File: src/rtl/mac_conv_sequencer.sv
// mac_conv_sequencer
//   Controller for one PE MAC (2x2..5x5 filter, 1-bit ifmap, FILTER_WIDTH-bit
//   weights). It accepts one layer config and loads N = size+2 filter rows.
//   It then walks every (row, col) of a dim x dim ofmap. For each position it
//   takes one ifmap window, issues one MAC op, and returns the result tagged
//   with its (row, col). Only one MAC op is outstanding at any time.
//
// Ports
//   clk, rst_n                 clock, asynchronous active-low reset
//   cfg_valid/ready/size/dim   layer config handshake (ready only in IDLE)
//   flt_valid/ready/data       filter rows, row1 first (ready only in LOAD)
//   win_valid/ready/data       ifmap window (ready only in FETCH)
//   mac_valid/ready            MAC request; mac_size, mac_row1..5, mac_ifmap
//   rsp_valid/ready/data       MAC result (ready only in WAIT)
//   out_valid/ready/data       tagged result, with out_row / out_col
//   done                       one-cycle pulse after the last result is taken
//
// Build option
//   MAC_SEQ_STALL_CNT_EN  adds stall_cnt[15:0]. It counts cycles spent in
//                         ISSUE with !mac_ready and in EMIT with !out_ready.
//                         It clears on cfg accept and saturates at all-ones.
//
// state  | meaning
// IDLE   | waiting for a layer config
// LOAD   | receiving filter rows 1..N
// FETCH  | waiting for the next ifmap window
// ISSUE  | presenting the MAC request
// WAIT   | waiting for the MAC result
// EMIT   | presenting the tagged result
// DONE   | one-cycle completion pulse
module mac_conv_sequencer #(
  parameter int FILTER_WIDTH = 8,
  parameter int OUTPUT_WIDTH = 12,
  parameter int DIM_W        = 5
) (
  input  logic                      clk,
  input  logic                      rst_n,
  input  logic                      cfg_valid,
  output logic                      cfg_ready,
  input  logic [1:0]                cfg_size,
  input  logic [DIM_W-1:0]          cfg_dim,
  input  logic                      flt_valid,
  output logic                      flt_ready,
  input  logic [5*FILTER_WIDTH-1:0] flt_data,
  input  logic                      win_valid,
  output logic                      win_ready,
  input  logic [24:0]               win_data,
  output logic                      mac_valid,
  input  logic                      mac_ready,
  output logic [1:0]                mac_size,
  output logic [5*FILTER_WIDTH-1:0] mac_row1,
  output logic [5*FILTER_WIDTH-1:0] mac_row2,
  output logic [5*FILTER_WIDTH-1:0] mac_row3,
  output logic [5*FILTER_WIDTH-1:0] mac_row4,
  output logic [5*FILTER_WIDTH-1:0] mac_row5,
  output logic [24:0]               mac_ifmap,
  input  logic                      rsp_valid,
  output logic                      rsp_ready,
  input  logic [OUTPUT_WIDTH-1:0]   rsp_data,
  output logic                      out_valid,
  input  logic                      out_ready,
  output logic [OUTPUT_WIDTH-1:0]   out_data,
  output logic [DIM_W-1:0]          out_row,
  output logic [DIM_W-1:0]          out_col,
  output logic                      done
`ifdef MAC_SEQ_STALL_CNT_EN
  ,
  output logic [15:0]               stall_cnt
`endif
);

  localparam int RW = 5 * FILTER_WIDTH;

  typedef enum logic [2:0] {
    S_IDLE, S_LOAD, S_FETCH, S_ISSUE, S_WAIT, S_EMIT, S_DONE
  } state_t;

  state_t                  state_q, state_d;
  logic [1:0]              size_q;
  logic [DIM_W-1:0]        dim_q, row_q, col_q;
  logic [2:0]              row_idx_q;
  logic [RW-1:0]           filt_q [5];
  logic [24:0]             win_q;
  logic [OUTPUT_WIDTH-1:0] res_q;

  logic cfg_xfer, flt_xfer, win_xfer, mac_xfer, rsp_xfer, out_xfer;
  logic last_row_ld, last_col, last_pos;

  assign cfg_xfer = cfg_valid & cfg_ready;
  assign flt_xfer = flt_valid & flt_ready;
  assign win_xfer = win_valid & win_ready;
  assign mac_xfer = mac_valid & mac_ready;
  assign rsp_xfer = rsp_valid & rsp_ready;
  assign out_xfer = out_valid & out_ready;

  // The last filter row has index N-1, which equals size+1.
  assign last_row_ld = (row_idx_q == ({1'b0, size_q} + 3'd1));
  assign last_col    = (col_q == (dim_q - DIM_W'(1)));
  assign last_pos    = last_col && (row_q == (dim_q - DIM_W'(1)));

  always_ff @(posedge clk or negedge rst_n) begin
    if (!rst_n) state_q <= S_IDLE;
    else        state_q <= state_d;
  end

  always_comb begin
    state_d = state_q;
    case (state_q)
      S_IDLE:  if (cfg_xfer) state_d = (cfg_dim == '0) ? S_DONE : S_LOAD;
      S_LOAD:  if (flt_xfer && last_row_ld) state_d = S_FETCH;
      S_FETCH: if (win_xfer) state_d = S_ISSUE;
      S_ISSUE: if (mac_xfer) state_d = S_WAIT;
      S_WAIT:  if (rsp_xfer) state_d = S_EMIT;
      S_EMIT:  if (out_xfer) state_d = last_pos ? S_DONE : S_FETCH;
      S_DONE:  state_d = S_IDLE;
      default: state_d = S_IDLE;
    endcase
  end

  // cfg_ready is gated by rst_n so that every output reads 0 while reset is held.
  always_comb begin
    cfg_ready = 1'b0;
    flt_ready = 1'b0;
    win_ready = 1'b0;
    mac_valid = 1'b0;
    rsp_ready = 1'b0;
    out_valid = 1'b0;
    done      = 1'b0;
    case (state_q)
      S_IDLE:  cfg_ready = rst_n;
      S_LOAD:  flt_ready = 1'b1;
      S_FETCH: win_ready = 1'b1;
      S_ISSUE: mac_valid = 1'b1;
      S_WAIT:  rsp_ready = 1'b1;
      S_EMIT:  out_valid = 1'b1;
      S_DONE:  done      = 1'b1;
      default: ;
    endcase
  end

  always_ff @(posedge clk or negedge rst_n) begin
    if (!rst_n) begin
      size_q    <= '0;
      dim_q     <= '0;
      row_q     <= '0;
      col_q     <= '0;
      row_idx_q <= '0;
      win_q     <= '0;
      res_q     <= '0;
      for (int k = 0; k < 5; k++) filt_q[k] <= '0;
    end else begin
      case (state_q)
        S_IDLE: if (cfg_xfer) begin
          size_q    <= cfg_size;
          dim_q     <= cfg_dim;
          row_q     <= '0;
          col_q     <= '0;
          row_idx_q <= '0;
          // Rows this filter size never loads must read as zero at the MAC.
          for (int k = 0; k < 5; k++)
            if (k > int'(cfg_size) + 1) filt_q[k] <= '0;
        end
        S_LOAD: if (flt_xfer) begin
          filt_q[row_idx_q] <= flt_data;
          row_idx_q         <= row_idx_q + 3'd1;
        end
        S_FETCH: if (win_xfer) win_q <= win_data;
        S_WAIT:  if (rsp_xfer) res_q <= rsp_data;
        S_EMIT: if (out_xfer) begin
          if (last_col) begin
            col_q <= '0;
            row_q <= row_q + DIM_W'(1);
          end else begin
            col_q <= col_q + DIM_W'(1);
          end
        end
        default: ;
      endcase
    end
  end

  assign mac_size  = size_q;
  assign mac_row1  = filt_q[0];
  assign mac_row2  = filt_q[1];
  assign mac_row3  = filt_q[2];
  assign mac_row4  = filt_q[3];
  assign mac_row5  = filt_q[4];
  assign mac_ifmap = win_q;
  assign out_data  = res_q;
  assign out_row   = row_q;
  assign out_col   = col_q;

`ifdef MAC_SEQ_STALL_CNT_EN
  logic stall_evt;
  assign stall_evt = ((state_q == S_ISSUE) && !mac_ready) ||
                     ((state_q == S_EMIT)  && !out_ready);

  always_ff @(posedge clk or negedge rst_n) begin
    if (!rst_n)                             stall_cnt <= '0;
    else if (cfg_xfer)                      stall_cnt <= '0;
    else if (stall_evt && stall_cnt != '1)  stall_cnt <= stall_cnt + 16'd1;
  end
`endif

endmodule

File: config.mk
export PLATFORM = sky130hd
export DESIGN_NAME = mac_conv_sequencer
export DESIGN_NICKNAME = d
export VERILOG_FILES = /design/src/rtl/mac_conv_sequencer.sv
export SDC_FILE = /design/constraint.sdc
export NUM_CORES = 1
export LEC_CHECK = 0
export ABC_AREA = 1
export CAP_MARGIN = 40
export CORE_ASPECT_RATIO = 1.25
export CORE_MARGIN = 4
export CORE_UTILIZATION = 50
export DETAILED_ROUTE_END_ITERATION = 12
export GPL_ROUTABILITY_DRIVEN = 0
export PLACE_DENSITY = 0.95
export SLEW_MARGIN = 20
export SYNTH_ARGS = -nofsm -noshare
export SYNTH_HDL_FRONTEND = slang
export SYNTH_SLANG_ARGS = --single-unit
File: constraint.sdc
create_clock -name clk -period 5.4 [get_ports clk]
set_input_delay 0.81 -clock clk [delete_from_list [all_inputs] [get_ports clk]]
set_output_delay 0.81 -clock clk [all_outputs]
set_load 0.05 [all_outputs]
== Yosys cells after proc, flatten, opt, wreduce, memory -nomap -nowiden ==
Cells that the tools add are included.
Operators by class
  multiplexer cells: 37
  equal/unequal tests: 22
  bitwise gates (word level): 7
  reductions and logical operators: 19
  order comparisons: 7
  add/sub/neg operators: 6
Operator list (count)
  $mux W200: 2
  $pmux W200 S2: 1
  $mux W40: 6
  $bwmux W200: 1
  $demux W40 S3: 1
  $gt A3 B32 Y1 const A: 2
  $gt A1 B32 Y1 const A: 1
  $gt A2 B32 Y1 const A: 1
  $mux W3: 10
  $ne A2 B2 Y1 const B: 13
  $mux W5: 5
  $reduce_and A4 Y1: 6
  $pmux W5 S2: 2
  $pmux W3 S6: 1
  $add A5 B1 Y5 const B: 2
  $eq A5 B5 Y1: 2
  $eq A3 B3 Y1 const B: 3
  $mux W1: 7
  $add A2 B1 Y3 const B: 2
  $and A1 B1 Y1: 6
  $eq A3 B2 Y1 const B: 2
  $pmux W3 S2: 1
  $reduce_and A2 Y1: 3
  $reduce_and A3 Y1: 2
  13 further kinds: 16
Storage, ports and cells
  word-level logic and storage cells: 111
  bits of input ports: 92
  register bits after elaboration: 260

== Longest topological paths before layout ==
Gate-level depths: netlist (run 1).
  depth after elaboration: 8
  depth in mapped cells: 14
  depth with buffers taken out: 14

== Least setup slack after synthesis (run 1) ==
OpenSTA, ideal clock, no wires.
  path kind: input port to flip-flop
  from: input port rst_n
  to: register filt_q (netlist bit mac_row3[39])
  data required time: 5.255 ns
  setup time: 0.145 ns
  stages: 8
  data arrival time: 1.928 ns
  slack: 3.327 ns
  cell sequence: inv_1 nor2_4 nand2_2 o21ai_4 nand3_4 buf_2 nand2_1 o31ai_2
On the way
  word-level cells in the longest chain between the ends: 4
Ends and longest elaborated chain
  from (decl): RTL line 37  | input logic rst_n,
  $mux W1: RTL line 129  | case (state_q)
  net cfg_ready: RTL line 39  | output logic cfg_ready,
  $and A1 B1 Y1: RTL line 89  | assign cfg_xfer = cfg_valid & cfg_ready;
  $ne A2 B2 Y1 (no line)
  $reduce_and A4 Y1 (no line)
  to (signal, indexed assignment): RTL line 164  | filt_q[row_idx_q] <= flt_data;
  to (decl): RTL line 82  | logic [RW-1:0] filt_q [5];
The timed path passes the listed nets, and every way through them passes these cells.
A chain may end at the register's enable or synchronous reset.

== Final worst setup path (run 1) ==
  from: register state_q[1]
  to: output port flt_ready
On the way
  word-level cells in the longest chain between the ends: 2
Ends and longest elaborated chain
  from (decl): RTL line 78  | state_t state_q, state_d;
  from (signal assigned): RTL line 103  | else state_q <= state_d;
  $eq A3 B1 Y1: RTL line 129
  $mux W1: RTL line 129
  to (decl): RTL line 43  | output logic flt_ready,
No other way between the ends.

==> qor.yml, run 1 <==
critical_path:
  critical_path_class: "flip-flop to output pin"
  path_max_fanout: 23
  cp.required_ps: 4590
  r2r_slack_ps: 2580
  worstSetupEndpointType: "output pin"
  arrival_ps: 2510
  start_kind: "flip-flop"
synthesis:
  synthMuxAreaShare_pct: 4.06
  synth_seq_area_share_pct: 60.3
  synth_compound_area_share_pct: 15.5
  synth-main-ff-cell: "dfrtp_1"
  ys_seq_elements: 260
  synth_top_family_by_area: "compound AO/OA/AOI/OAI gates"
  synth_fa_ha_area_share_pct: 0.580
  ys_warn_count: 0
  synth_edf_count: 0
  syn_nets: 1144
  synthCells: 1047
  synth_xor_area_share_pct: 0.812
  async_flop_share_pct: 100
  synth.avg_cell_area_um2: 10.3
  yosys.area_share.simple_pct: 12.9
  synth_area_um2: 10800
  yosysUniqueCellTypes: 36
global_route:
  track_usage_pct: 28.6
  grt_pass1_vias: 9642
  grt_use_met2_pct: 51.0
  antenna_found_initial: 0
  use_met3_pct: 7.77
  grt_max_degree: 72
  grt_pass1_wl_um: 54300
  use_met1_pct: 33.1
  overflow: 0
  global_route.peak_usage_layer: "met2"
layout:
  stdcell_count: 1669
  area_growth_pct: 43.5
  final_nets: 1473
  diodes: 0
  drive_above_1_share_pct: 10.3
  final_common_cell: "clkdlybuf4s50_1"
  final_cell_mix: "clkdlybuf4s50_1 (346), dfrtp_1 (260), nand2_1 (193)"
  final_cell_area_um2: 15500
routing:
  ant_nets: 0
  routed_wl_um: 35400
  first_iter_violations: 757
  viasPerCell: 5.65
  wl_per_cell_um: 21.2
  drc: 0
  firstDrtPassIters: 5
  dr_total_vias: 9422
sta:
  fin_crit_sh_pct: 61.5
  fin_worst_skew_ps: 12.1
  whs_ps: 159
  tns_ps: 0
  setup_viol: 0
  slew_headroom_pct: 55.3
  grt_setup_unrepaired: "false"
  max_slew.worst_pin.slew_ps: 670
  fmax_mhz: 301
  drv_slew: 0
  hold_violations: 0
  setup_ws_ps: 2080
  period_minus_slack_ps: 3320
die:
  die_h_um: 172
  rows: 59
  die_area_um2: 24000
  ios: 348
  start_util_pct: 51.3
  die_width_um: 139
  core_um2: 21000
placement:
  place_inst: 1622
  place_ws_ps: 2310
  postPlaceCellArea_um2: 14600
  dp_hpwl_um: 25100
  port_buffers: 347
cts:
  cts_hold_buf: 0
  cts_tree: "built"
  cts_buffers: 25
  root_buffer: "clkbuf_16"
  cts_max_path_buffers: 3
  post_cts_resized: 0
  cts_num_sinks: 260
  htree_levels: 1
  path_clk_slew_ps: 60
  clk_latency_ps: 520
  postCtsSetupBuffers: 0
power:
  ir_drop_mv: 0.504
  power.leakage_nw: 6.78
  p_per_area_nw_per_um2: 663
hold_path:
  hp-class: "input pin to asynchronous set/reset pin"
outcome:
  status: "finished, final reports clean"
run:
  max_cap_violations: 0
==> where the power goes <==
group	switching [mW]	total, mW	leakage (nW)	internal (mW)
Combinational	3.78	5.40	2.93	1.63
Sequential	0.410	2.95	3.40	2.54
Clock	0.745	1.90	0.447	1.15
Total	4.93	10.3	6.78	5.32
==> logic make-up (layout without fill, tap and decap cells) <==
family	count (synthesis)	in the layout
XOR/XNOR	10	10
flip-flops	260	260
multiplexers	39	39
AO/OA/AOI/OAI	265	265
buffers and inverters	135	483
AND/OR/NAND/NOR	333	333
adder cells (fa/ha/maj)	5	5
==> worst max-delay path, cell delays in order, from the launching register on <==
cell and delay, ps:
dfrtp_1 450, nor2_4 190, nand2_2 350, inv_1 180, clkdlybuf4s50_1 820
==> synth_stat cells (all sizes together), types with 2 or more instances <==
cell type,count,area share [%]
clkinv,2,0.070
o22ai,3,0.17
xnor2,3,0.24
a21oi,51,2.4
inv,70,2.4
nand2,198,7.1
nor2,87,3.3
clkbuf,27,0.94
xor2,7,0.57
nand4,5,0.29
o21ai,128,6.0
nand3,36,1.9
ha,5,0.58
mux2,38,4.0
nor3,6,0.28
dfrtp,260,60
o31ai,80,6.7
buf,36,2.3
==> worst paths after layout <==
| check | from | end | cells after the start |
|---|---|---|---|
| max in group asynchronous | rst_n | mac_row5[16] | 4 |
| min in group clk | mac_row2[3] | mac_row2[3] | 2 |
| worst max-delay path | state_q[1] | flt_ready | 4 |
| worst max register to register | state_q[2] | mac_row2[6] | 9 |
| worst min register to register | mac_row2[3] | mac_row2[3] | 2 |
| worst min-delay path | rst_n | mac_ifmap[13] | 1 |
==> flip-flops by register name, summed over array words and instances (netlist names) <==
name,cells
mac_size,2
row_idx_q,3
out_data,12
mac_row1,40
state_q,3
mac_row2,40
mac_ifmap,25
out_row,5
mac_row3,40
dim_q,5
mac_row4,40
mac_row5,40
out_col,5
==> area by class of cell <==
class,count,area [um^2]
clock buffer,37,751
clock inverter,9,149
fill,1360,5570
inverter,72,270
multi-input combinational,652,3670
sequential,260,6510
tap,274,343
timing repair buffer,365,3780
==> through the flow <==
step | total power [mW] | util (%)
final | 10.3 | 73.5
after global routing | 10.7 | 73.5
after CTS | 10.3 | 73.4
after detailed placement | 8.34 | 69.2
after global placement | 8.05 | 68.1
after floorplan | 6.42 | -
==> metal layers <==
metal / share of wire, % / vias up
met1: 36 / 4640
met3: 9.2 / 88
met5: 0 / -
li1: - / 4183
met2: 51 / 511
met4: 3.8 / 0
(Power assumes the default switching activity.)
==> inputs of run 2 (changes only) <==
Settings changed: CORE_UTILIZATION 50 to 46, PLACE_DENSITY 0.95 to 0.91.
Clock period 5.4 ns to 3.15 ns, I/O delays scaled along.
==> run 2 against run 1 <==
Effect of this change:
- setup slack got worse by 1800 ps
- die area increased by 8.2%
- cell area decreased by 0.44%
- count of clock-buffer cells in the layout decreased by 2
- utilization decreased by 6.7 points
- largest cell class unchanged
- global-route usage decreased by 2.3 points
- critical path depth increased by 1
- clock skew decreased by 2.0 ps
- sequential share of layout area increased by 0.19 points
- register-to-register slack got worse by 1800 ps
- first-iteration DRC count decreased by 32%
- combinational power increased by 71%
==> qor.yml, run 2 (same netlist as run 1, synthesis figures left out) <==
outcome:
  status: "finished, final reports clean"
routing:
  ant_nets: 0
  viasPerCell: 5.55
  first_iter_violations: 511
  drc: 0
  routed_wl_um: 35000
  dr_total_vias: 9336
  firstDrtPassIters: 5
  wl_per_cell_um: 20.8
die:
  die_width_um: 145
  start_util_pct: 46.8
  core_um2: 23000
  die_h_um: 179
  rows: 62
  ios: 348
  die_area_um2: 26000
run:
  max_cap_violations: 0
placement:
  port_buffers: 347
  dp_hpwl_um: 24600
  place_ws_ps: 612
sta:
  tns_ps: 0
  grt_setup_unrepaired: "false"
  setup_ws_ps: 302
  whs_ps: 429
  period_minus_slack_ps: 2850
  hold_violations: 0
  fmax_mhz: 351
  setup_viol: 0
  max_slew.worst_pin.slew_ps: 632
  drv_slew: 0
  slew_headroom_pct: 57.9
  fin_crit_sh_pct: 90.4
  fin_worst_skew_ps: 10.1
critical_path:
  r2r_end: "mac_row4[34]"
  critical_path_class: "flip-flop to output pin"
  cp.required_ps: 2680
  path_max_fanout: 5
  r2r_slack_ps: 740
  worstSetupEndpointType: "output pin"
  timing.rr.start: "state_q[0]"
  cp_slowest_cell: "clkdlybuf4s50_1"
  crit_top_cell: "inv_1"
  start_kind: "flip-flop"
  slowest_delay_ps: 830
  path_buf_inv: 3
  path_cells: "inv_1 > nor2_1 > nand2_1 > inv_1 > clkdlybuf4s50_1"
  r2r_cells: 9
  cp_top_family: "buffers and inverters"
  arrival_ps: 2380
global_route:
  antenna_found_initial: 0
  grt_pass1_vias: 9862
  overflow: 0
  grt_max_degree: 66
  track_usage_pct: 26.3
  grt_pass1_wl_um: 54700
hold_path:
  hp-class: "input pin to asynchronous set/reset pin"
cts:
  post_cts_resized: 0
  path_clk_slew_ps: 60
  root_buffer: "clkbuf_16"
  postCtsSetupBuffers: 0
  cts_buffers: 25
  cts_tree: "built"
  htree_levels: 1
  cts_max_path_buffers: 3
  clk_latency_ps: 520
  cts_hold_buf: 1
  cts_num_sinks: 260
layout:
  final_nets: 1478
  drive_above_1_share_pct: 10.5
  final_cell_mix: "clkdlybuf4s50_1 (344), dfrtp_1 (260), nand2_1 (193)"
  final_common_cell: "clkdlybuf4s50_1"
  utilization_pct: 66.9
  diodes: 0
  area_growth_pct: 42.9
power:
  p_per_area_nw_per_um2: 1120
  ir_drop_mv: 0.598
  power.leakage_nw: 6.73
[run 2: changes by cell type in the layout (fill, tap and decap cells not counted), moves of 2 or more]
cell             change
buf_4                +7
clkdlybuf4s50_1      -2
clkinv_2             -3
bufinv_16            -3
clkbuf_1             -2
[run 2: metrics by stage]
step / power (mW) / std cells / cell area (um^2)
6_report: 17.2 / 1682 / 15400
5_1_grt: 18.0 / 1682 / 15400
4_1_cts: 17.3 / 1681 / 15400
3_5_place_dp: 14.3 / 1640 / 14600
3_3_place_gp: 13.9 / 1634 / 14400
2_1_floorplan: 11.0 / 1047 / 10800
[run 2: how the worst max path moves through the flow]
stage               start      endpoint  slack (ps)  cells after the start
2_1_floorplan  state_q[0]  mac_row3[39]        1280                     10
3_3_place_gp    flt_valid  mac_row2[24]         640                      7
3_5_place_dp        rst_n  mac_row4[34]         610                      9
4_1_cts        state_q[1]     win_ready         320                      5
5_1_grt        state_q[1]     out_valid         210                      4
6_report       state_q[1]     mac_valid         300                      5
[run 2: power by group]
part	switching, mW	internal [mW]	total (mW)
clock	1.25	1.71	2.96
sequential	0.688	4.36	5.04
combinational	6.45	2.79	9.24
total	8.38	8.86	17.2
[run 2: final cells by class]
| class | count | area [um^2] |
|---|---|---|
| inverter | 72 | 270 |
| sequential | 260 | 6510 |
| timing repair buffer | 370 | 3790 |
| clock buffer | 35 | 743 |
| multi-input combinational | 652 | 3670 |
| fill | 1634 | 7640 |
| tap | 288 | 360 |
| clock inverter | 5 | 60.1 |
[run 2: layer usage]
layer  vias up  track usage (%)  share of wire, %
met5         -                0                 0
met1      4570             30.6                37
met4         0             10.3               3.8
met2       506             46.5                50
met3        84             7.28               9.0
li1       4176                -                 -
==> inputs of run 3 (changes only) <==
Settings changed: CORE_UTILIZATION 46 to 50, CTS_CLUSTER_SIZE from default to 30, PLACE_DENSITY 0.91 to 0.95.
Clock period 3.15 ns to 3.34 ns, I/O delays scaled along.
==> run 3 against run 2 <==
Effect of this change:
- clock power is 5% higher
- via count is 1.9% higher
- count of clock-buffer cells in the layout stayed put
- sequential cell count unchanged
- critical endpoint is now out_valid
- largest power group unchanged
- combinational power is 5.8% lower
- sequential share of layout area shrank 0.18 points
- first-iteration DRC count is 19% higher
- critical path type unchanged
==> qor.yml, run 3 (same netlist as run 1, synthesis figures left out) <==
outcome:
  status: "finished, final reports clean"
critical_path:
  slowest_delay_ps: 840
  critPathLaunch: "state_q[0]"
  path_cells: "nand3_1 > inv_2 > clkdlybuf4s50_1"
  path_max_fanout: 8
  endpoint: "out_valid"
  timing.rr.start: "state_q[1]"
  worstSetupEndpointType: "output pin"
  path_buf_inv: 2
  path_depth: 3
  critical_path_class: "flip-flop to output pin"
  cp_top_family: "buffers and inverters"
  r2r_slack_ps: 650
  r2r_end: "mac_row5[23]"
  cp_slowest_cell: "clkdlybuf4s50_1"
  cp.required_ps: 2840
  r2r_cells: 8
  start_kind: "flip-flop"
  arrival_ps: 2390
hold_path:
  hp-class: "flip-flop to flip-flop"
sta:
  max_slew.worst_pin.slew_ps: 707
  drv_slew: 0
  tns_ps: 0
  grt_setup_unrepaired: "false"
  slew_headroom_pct: 52.7
  fin_worst_skew_ps: 14.1
  fmax_mhz: 346
  period_minus_slack_ps: 2890
  setup_viol: 0
  hold_violations: 0
  fin_crit_sh_pct: 86.6
layout:
  final_cell_area_um2: 15500
  final_cell_mix: "clkdlybuf4s50_1 (345), dfrtp_1 (260), nand2_1 (193)"
  drive_above_1_share_pct: 10.5
  final_nets: 1473
  utilization_pct: 73.5
  diodes: 0
  area_growth_pct: 43.5
  final_common_cell: "clkdlybuf4s50_1"
global_route:
  grt_pass1_wl_um: 55000
  overflow: 0
  track_usage_pct: 28.6
  grt_pass1_vias: 9942
  antenna_found_initial: 0
  grt_max_degree: 181
cts:
  cts_tree: "built"
  cts_max_path_buffers: 3
  cts_buffers: 26
  path_clk_slew_ps: 60
  root_buffer: "clkbuf_16"
  htree_levels: 1
  cts_num_sinks: 260
  clk_latency_ps: 520
routing:
  viasPerCell: 5.70
  ant_nets: 0
  drc: 0
  routed_wl_um: 35500
  first_iter_violations: 609
  dr_total_vias: 9511
  wl_per_cell_um: 21.2
  firstDrtPassIters: 5
power:
  p_per_area_nw_per_um2: 1070
  power_mw: 16.6
  power.leakage_nw: 6.77
  ir_drop_mv: 0.709
die:
  core_um2: 21000
  die_h_um: 172
  die_area_um2: 24000
  start_util_pct: 51.3
  die_width_um: 139
  ios: 348
  rows: 59
run:
  max_cap_violations: 0
placement:
  port_buffers: 347
  dp_hpwl_um: 24500
  postPlaceCellArea_um2: 14500
run 3: worst reg2reg max path, delay by kind of cell (launching register included):
kind                   cells  cell delay, ps
AND/OR/NAND/NOR            5            1290
flip-flops                 1             450
buffers and inverters      1             400
AO/OA/AOI/OAI              2             420
run 3: layout make-up:
class	count	area, um^2
clock buffers	35	756
clock inverters	13	173
fillers	1345	5570
inverters	72	270
multi-input cells	652	3670
flip-flops and latches	260	6510
well taps	274	343
repair buffers	364	3750
run 3: how the worst min path moves through the flow:
stage,start,to,depth (start not counted)
floorplan,rst_n,dim_q[0],0
global placement,mac_row5[25],mac_row5[25],2
detailed placement,mac_row3[18],mac_row3[18],2
CTS,rst_n,dim_q[1],2
global route,mac_row5[4],mac_row5[4],2
finish,mac_row5[16],mac_row5[16],2
run 3: metal layers:
| layer | GRT usage [%] | part of all wire, % |
|---|---|---|
| met5 | 0 | 0 |
| met4 | 11.2 | 4.3 |
| met3 | 7.83 | 9.7 |
| met2 | 50.2 | 50 |
| met1 | 33.8 | 36 |
run 3: through the flow:
stage / setup slack [ps] / hold slack, ps / instances
2_1_floorplan: 1470 / 205 / 1047
3_3_place_gp: 770 / 462 / 1615
3_5_place_dp: 642 / 468 / 1620
4_1_cts: 476 / 198 / 1668
5_1_grt: 365 / 502 / 1670
6_report: 447 / 482 / 1670
run 3: what timing repair did:
| item | 4_1_cts | 5_1_grt |
|---|---|---|
| hold buffers | 0 | 1 |
| setup buffers | 0 | 0 |
| endpoints found under the hold margin | 0 | 49 |
| setup endpoints to repair | 0 | 0 |
| gates resized for setup | 0 | 0 |
run 3: power breakdown:
group,total (mW),switching [mW],internal (mW),leakage [nW]
Sequential,4.78,0.665,4.11,3.40
Clock,3.12,1.22,1.90,0.453
Combinational,8.70,6.08,2.62,2.92
